==> config.mk <==
export PLATFORM = sky130hd
export DESIGN_NAME = pixel_frame_ctrl
export DESIGN_NICKNAME = d
export VERILOG_FILES = /design/src/rtl/pixel_frame_ctrl.sv
export SDC_FILE = /design/constraint.sdc
export NUM_CORES = 1
export LEC_CHECK = 0
export BUFFER_PORTS_ARGS = -buffer_cell sky130_fd_sc_hd__clkbuf_2
export CAP_MARGIN = 30
export CORE_UTILIZATION = 50
export CTS_CLUSTER_SIZE = 14
export DETAILED_ROUTE_END_ITERATION = 10
export PLACE_DENSITY = 0.85
export SLEW_MARGIN = 40
export SYNTH_ARGS = -nofsm -noshare
export SYNTH_HDL_FRONTEND = slang
export SYNTH_SLANG_ARGS = --single-unit
==> constraint.sdc <==
create_clock -name clk -period 3.4 [get_ports clk]
set_input_delay 0.17 -clock clk [delete_from_list [all_inputs] [get_ports clk]]
set_output_delay 0.17 -clock clk [all_outputs]
set_load 0.02 [all_outputs]
==> src/rtl/pixel_frame_ctrl.sv <==
// ============================================================================
// pixel_frame_ctrl: erase/expose/convert sequencer and 4-pixel readout
// scheduler with a valid/ready sample output.
// Revision: 1.0
// ============================================================================
`default_nettype none

module pixel_frame_ctrl #(
  parameter int ERASE_CYCLES = 5,
  parameter int EXP_W        = 8,
  parameter int CNT_W        = 8
) (
  input  logic             clk,
  input  logic             rst,
  input  logic             i_start,
  input  logic             i_continuous,
  input  logic             i_abort,
  input  logic [EXP_W-1:0] i_exp_time,
  input  logic [7:0]       i_data_in,
  input  logic             i_out_ready,
  output logic             o_erase,
  output logic             o_expose,
  output logic             o_convert,
  output logic [CNT_W-1:0] o_count,
  output logic [3:0]       o_read,
  output logic [7:0]       o_out_data,
  output logic [1:0]       o_out_pix,
  output logic             o_out_valid,
  output logic             o_frame_done,
  output logic             o_busy,
  output logic [15:0]      o_frame_cnt
);

  localparam int c_ERASE_W = $clog2(ERASE_CYCLES + 1);
  localparam int c_TMR_W   = (EXP_W > c_ERASE_W) ? EXP_W : c_ERASE_W;

  typedef enum logic [2:0] {
    S_IDLE     = 3'd0,
    S_ERASE    = 3'd1,
    S_EXPOSE   = 3'd2,
    S_CONVERT  = 3'd3,
    S_RD_DRIVE = 3'd4,
    S_RD_WAIT  = 3'd5,
    S_DONE     = 3'd6
  } state_t;

  state_t             r_state;
  logic [c_TMR_W-1:0] r_timer;
  logic [EXP_W-1:0]   r_exp_len;
  logic [1:0]         r_idx;
  logic [EXP_W-1:0]   w_exp_len;

  // A zero exposure request still exposes for one cycle.
  assign w_exp_len = (i_exp_time == '0) ? EXP_W'(1) : i_exp_time;

  always_ff @(posedge clk or posedge rst) begin
    if (rst) begin
      r_state      <= S_IDLE;
      r_timer      <= '0;
      r_exp_len    <= '0;
      r_idx        <= '0;
      o_erase      <= 1'b0;
      o_expose     <= 1'b0;
      o_convert    <= 1'b0;
      o_count      <= '0;
      o_read       <= '0;
      o_out_data   <= '0;
      o_out_pix    <= '0;
      o_out_valid  <= 1'b0;
      o_frame_done <= 1'b0;
      o_busy       <= 1'b0;
      o_frame_cnt  <= '0;
    end else if (i_abort) begin
      r_state      <= S_IDLE;
      o_erase      <= 1'b0;
      o_expose     <= 1'b0;
      o_convert    <= 1'b0;
      o_count      <= '0;
      o_read       <= '0;
      o_out_valid  <= 1'b0;
      o_frame_done <= 1'b0;
      o_busy       <= 1'b0;
    end else begin
      case (r_state)
        S_IDLE: begin
          if (i_start) begin
            r_state   <= S_ERASE;
            r_timer   <= c_TMR_W'(ERASE_CYCLES - 1);
            r_exp_len <= w_exp_len;
            o_erase   <= 1'b1;
            o_busy    <= 1'b1;
          end
        end
        S_ERASE: begin
          if (r_timer == '0) begin
            r_state  <= S_EXPOSE;
            r_timer  <= c_TMR_W'(r_exp_len - EXP_W'(1));
            o_erase  <= 1'b0;
            o_expose <= 1'b1;
          end else begin
            r_timer <= r_timer - 1'b1;
          end
        end
        S_EXPOSE: begin
          if (r_timer == '0) begin
            r_state   <= S_CONVERT;
            o_expose  <= 1'b0;
            o_convert <= 1'b1;
            o_count   <= '0;
          end else begin
            r_timer <= r_timer - 1'b1;
          end
        end
        S_CONVERT: begin
          if (o_count == '1) begin
            r_state   <= S_RD_DRIVE;
            o_convert <= 1'b0;
            o_count   <= '0;
            r_idx     <= 2'd3;
            o_read    <= 4'b1000;
          end else begin
            o_count <= o_count + 1'b1;
          end
        end
        S_RD_DRIVE: begin
          r_state     <= S_RD_WAIT;
          o_out_data  <= i_data_in;
          o_out_pix   <= r_idx;
          o_read      <= '0;
          o_out_valid <= 1'b1;
        end
        S_RD_WAIT: begin
          if (i_out_ready) begin
            o_out_valid <= 1'b0;
            if (r_idx == 2'd0) begin
              r_state      <= S_DONE;
              o_frame_done <= 1'b1;
            end else begin
              r_state <= S_RD_DRIVE;
              r_idx   <= r_idx - 2'd1;
              o_read  <= 4'b0001 << (r_idx - 2'd1);
            end
          end
        end
        S_DONE: begin
          o_frame_done <= 1'b0;
          o_frame_cnt  <= o_frame_cnt + 16'd1;
          if (i_continuous) begin
            r_state   <= S_ERASE;
            r_timer   <= c_TMR_W'(ERASE_CYCLES - 1);
            r_exp_len <= w_exp_len;
            o_erase   <= 1'b1;
          end else begin
            r_state <= S_IDLE;
            o_busy  <= 1'b0;
          end
        end
        default: begin
          r_state <= S_IDLE;
          o_busy  <= 1'b0;
        end
      endcase
    end
  end

endmodule

`default_nettype wire

==> impl_metrics.env <==
export IMPL_result_of_the_run="complete, no violations"
export IMPL_synth_ff_type="sky130_fd_sc_hd__dfrtp_1"
export IMPL_dr_first_iter_drc_count=266
export IMPL_detail_route_wl_per_cell_microns=14.9
export IMPL_grt_pass1_wl_microns=13300
export IMPL_grt_use_met2=0.382
export IMPL_layout_worst_path_cycle_share=0.699
export IMPL_post_cts_setup_buffer_count=0
export IMPL_achievable_frequency_ghz=0.421
export IMPL_drive_above_1_share=0.285
export IMPL_worstPathRequired_ps=3620
export IMPL_num_io_pins=66
export IMPL_worst_skew_pair_late_latency_ps=330
export IMPL_report_final_hold_viol_count=0
export IMPL_ir_worst_vdd_mv=0.514
export IMPL_number_of_flops_mapped_to_enable_cells_by_yosys=0
export IMPL_vias_per_cell=5.53
export IMPL_clock_tree_htree_level_count=3
export IMPL_start_util=0.520
export IMPL_numCtsBuffers=9
export IMPL_totalWireLength_microns=7660
export IMPL_routabilityCongestion=0.817
export IMPL_timing_setup_tns_ps=0
export IMPL_layout_nets=445
export IMPL_final_min_clock_period_ps=2380
export IMPL_grt_ovf=0
export IMPL_max_cap_viol_count=0
export IMPL_core_area_sq_mm=0.00679
export IMPL_worst_ep_arrival_time_ps=2600
export IMPL_synth_top_area_cell="sky130_fd_sc_hd__dfrtp_1"
export IMPL_ys_warnings_count=0
export IMPL_hp_class="primary input to flip-flop"
export IMPL_grt_use_met3=0.0529
export IMPL_synth_async_sr_flop_share=1.00
export IMPL_cellLeakagePower_uw=0.00192
export IMPL_ys_types=63
export IMPL_start_kind="flip-flop"
export IMPL_clk_path_buf_depth=2
export IMPL_finalInstanceArea_sq_mm=0.00414
export IMPL_clkTransAtPathRegs_ps=70
export IMPL_drc_errors=0
export IMPL_design_die_area_sq_mm=0.00740
export IMPL_remaining_number_of_nets_flagged_by_the_antenna_check_after_routing=0
export IMPL_grt_use_met1=0.293
export IMPL_input_output_buffers=65
export IMPL_syn_cell_area_sq_mm=0.00353
export IMPL_tritoncts="done"
export IMPL_area_growth_syn_to_layout_pct=17.2
export IMPL_grt_pass1_vias=2851
export IMPL_dr_total_vias=2841
export IMPL_slew_violations=0
export IMPL_synth_net_count=378
export IMPL_pwr_density_cell_mw_per_mm2=709
export IMPL_yosysTopAreaCellShare=0.461
export IMPL_worst_path_buf_inv=0
export IMPL_max_stage_delay_ps=680
export IMPL_tightest_slew_ps=678
export IMPL_clock_root_cell="sky130_fd_sc_hd__clkbuf_8"
export IMPL_postSynthAreaPerCell_sq_um=10.2
export IMPL_timing_setup_critical_path_class="flip-flop to flip-flop"
export IMPL_flop_and_latch_count_out_of_synthesis=65
export IMPL_synthTopCellsByArea="sky130_fd_sc_hd__dfrtp_1, sky130_fd_sc_hd__mux2_2, sky130_fd_sc_hd__xnor2_1, sky130_fd_sc_hd__a21oi_1, sky130_fd_sc_hd__ha_1"
export IMPL_die_height_microns=86.0
export IMPL_final_setup_viol_count=0
export IMPL_cp_top_family="compound AO/OA/AOI/OAI gates"
export IMPL_largest_net_degree_at_the_start_of_global_routing=40
export IMPL_finClkSkew_ps=6.94
export IMPL_netlist_instances=346
export IMPL_worst_setup_path_end_kind="flip-flop"
export IMPL_track_usage=0.229
export IMPL_placement_rows=30
export IMPL_die_w_microns=86.0
export IMPL_critPathSlowestCell="sky130_fd_sc_hd__a2111oi_4"
export IMPL_cells_along_the_critical_path="nor3_1 > a2111oi_4 > a21boi_4 > o21ai_0 > a22o_1"
export IMPL_crit_fanout=17
export IMPL_grt_antenna_before_repair=0
export IMPL_dp_hpwl_microns=5540
export IMPL_fraction_of_the_yosys_area_taken_by_sequential_cells=0.461
export IMPL_cts_sinks=65
export IMPL_dpl_instance_area_sq_mm=0.00392
export IMPL_timing_slew_headroom=0.548
export IMPL_most_utilized_layer_in_the_global_route_result="met2"
export IMPL_antenna_cells_inserted=0
export IMPL_drt_pass1_iterations=7
export IMPL_grt_setup_unrepaired="false"
==> metrics by stage <==
step                setup WS (ps)  hold slack (ps)   util  cells  power [uW]
finish                       1020             66.3  0.609    514        2930
global route                  887             54.4  0.609    514        3130
global placement             1180              355  0.577    497        2210
floorplan                    1590              321      -    346        1980
CTS                          1080             52.2  0.609    514        2940
detailed placement           1080              360  0.577    497        2270
==> per-layer routing <==
layer	vias to the layer above	part of all wire
met3	6	0.054
met5	-	0
met2	93	0.49
li1	1381	-
met1	1361	0.44
met4	0	0.0090
==> cells in the mapped netlist, drive strengths merged, types with 2 or more instances <==
master    n
buf      11
a21boi    3
ha       10
mux2     18
nand2b    5
a21oi    26
o2bb2ai   2
a211oi    2
nor2     22
a31oi     3
nand3     9
mux2i     2
or2       2
nor3b     3
a22oi     2
o21a      2
dfrtp    65
a311oi    2
nor4      4
o21ai    23
clkbuf    2
nor3     10
nand4     9
inv      14
nor2b     5
xnor2    16
and4bb    2
and3      4
xor2      7
and2      5
a22o      2
nand2    32
o31ai     4
==> path summary, 6_finish.rpt <==
| check | slack [ps] | from | end | cells past startpoint |
|---|---|---|---|---|
| worst max-delay path | 1020 | r_state[1]$_DFFE_PP0P_ | r_timer[5]$_DFFE_PP0P_ | 5 |
| worst min register to register | 470 | o_frame_cnt[15]$_DFFE_PP0P_ | o_frame_cnt[15]$_DFFE_PP0P_ | 1 |
| min in group asynchronous | 460 | rst | r_exp_len[5]$_DFFE_PP0P_ | 3 |
| worst min-delay path | 70 | i_data_in[0] | o_out_data[0]$_DFFE_PP0P_ | 2 |
| max in group asynchronous | 2140 | rst | o_out_data[7]$_DFFE_PP0P_ | 4 |
| worst max register to register | 1020 | r_state[1]$_DFFE_PP0P_ | r_timer[5]$_DFFE_PP0P_ | 5 |
==> worst reg2reg max path, cell delays in order, from the launching register on <==
cell                        delay (ps)
sky130_fd_sc_hd__dfrtp_1           670
sky130_fd_sc_hd__nor3_1            210
sky130_fd_sc_hd__a2111oi_4         680
sky130_fd_sc_hd__a21boi_4          380
sky130_fd_sc_hd__o21ai_0           140
sky130_fd_sc_hd__a22o_1            190
==> sequential cells by signal (all words and copies together) (netlist names), 2 cells and up <==
register,count
o_frame_cnt,16
o_count,8
o_out_data,8
r_exp_len,8
r_timer,8
o_read,4
r_state,3
o_out_pix,2
r_idx,2
==> logic make-up (layout without fill, tap and decap cells) <==
family                   after synthesis  count (layout)  share of synthesized area
AND/OR/NAND/NOR                      116             116                      0.180
buffers and inverters                 27              99                     0.0365
multiplexers                          20              20                     0.0631
AO/OA/AOI/OAI                         85              85                      0.167
adder cells (fa/ha/maj)               10              10                     0.0354
flip-flops                            65              65                      0.461
XOR/XNOR                              23              23                     0.0571
==> final cells by class <==
| class | count | area, sq um |
|---|---|---|
| Fill cell | 561 | 2660 |
| Multi-Input combinational cell | 254 | 1770 |
| Sequential cell | 65 | 1630 |
| Timing Repair Buffer | 69 | 358 |
| Clock buffer | 10 | 138 |
| Tap cell | 96 | 120 |
| Clock inverter | 6 | 66.3 |
| Inverter | 14 | 53.8 |
==> report_power, final <==
group          internal [uW]  total, uW  switching (uW)  leakage [uW]
Clock                    361        662             301      0.000107
Combinational            460       1100             641      0.000961
Sequential               961       1170             209      0.000854
==> cells in the final DEF (no fill, tap or decap), drive strengths merged, types with 5 or more instances in the layout <==
master,count
nand3,9
ha,10
a21oi,26
clkinv,5
clkbuf,75
and2,5
dfrtp,65
nand2,32
mux2,18
xor2,7
nor2,22
nand4,9
xnor2,16
o21ai,23
nand2b,5
nor2b,5
inv,14
nor3,10
==> timing repair <==
| item | 4_1_cts | 5_1_grt |
|---|---|---|
| setup endpoints to repair | 0 | 0 |
| hold endpoints to repair | 11 | 0 |
| hold buffers | 1 | 0 |
| gates resized for setup | 0 | 0 |
Note: power is estimated with default switching activity, not from simulation.
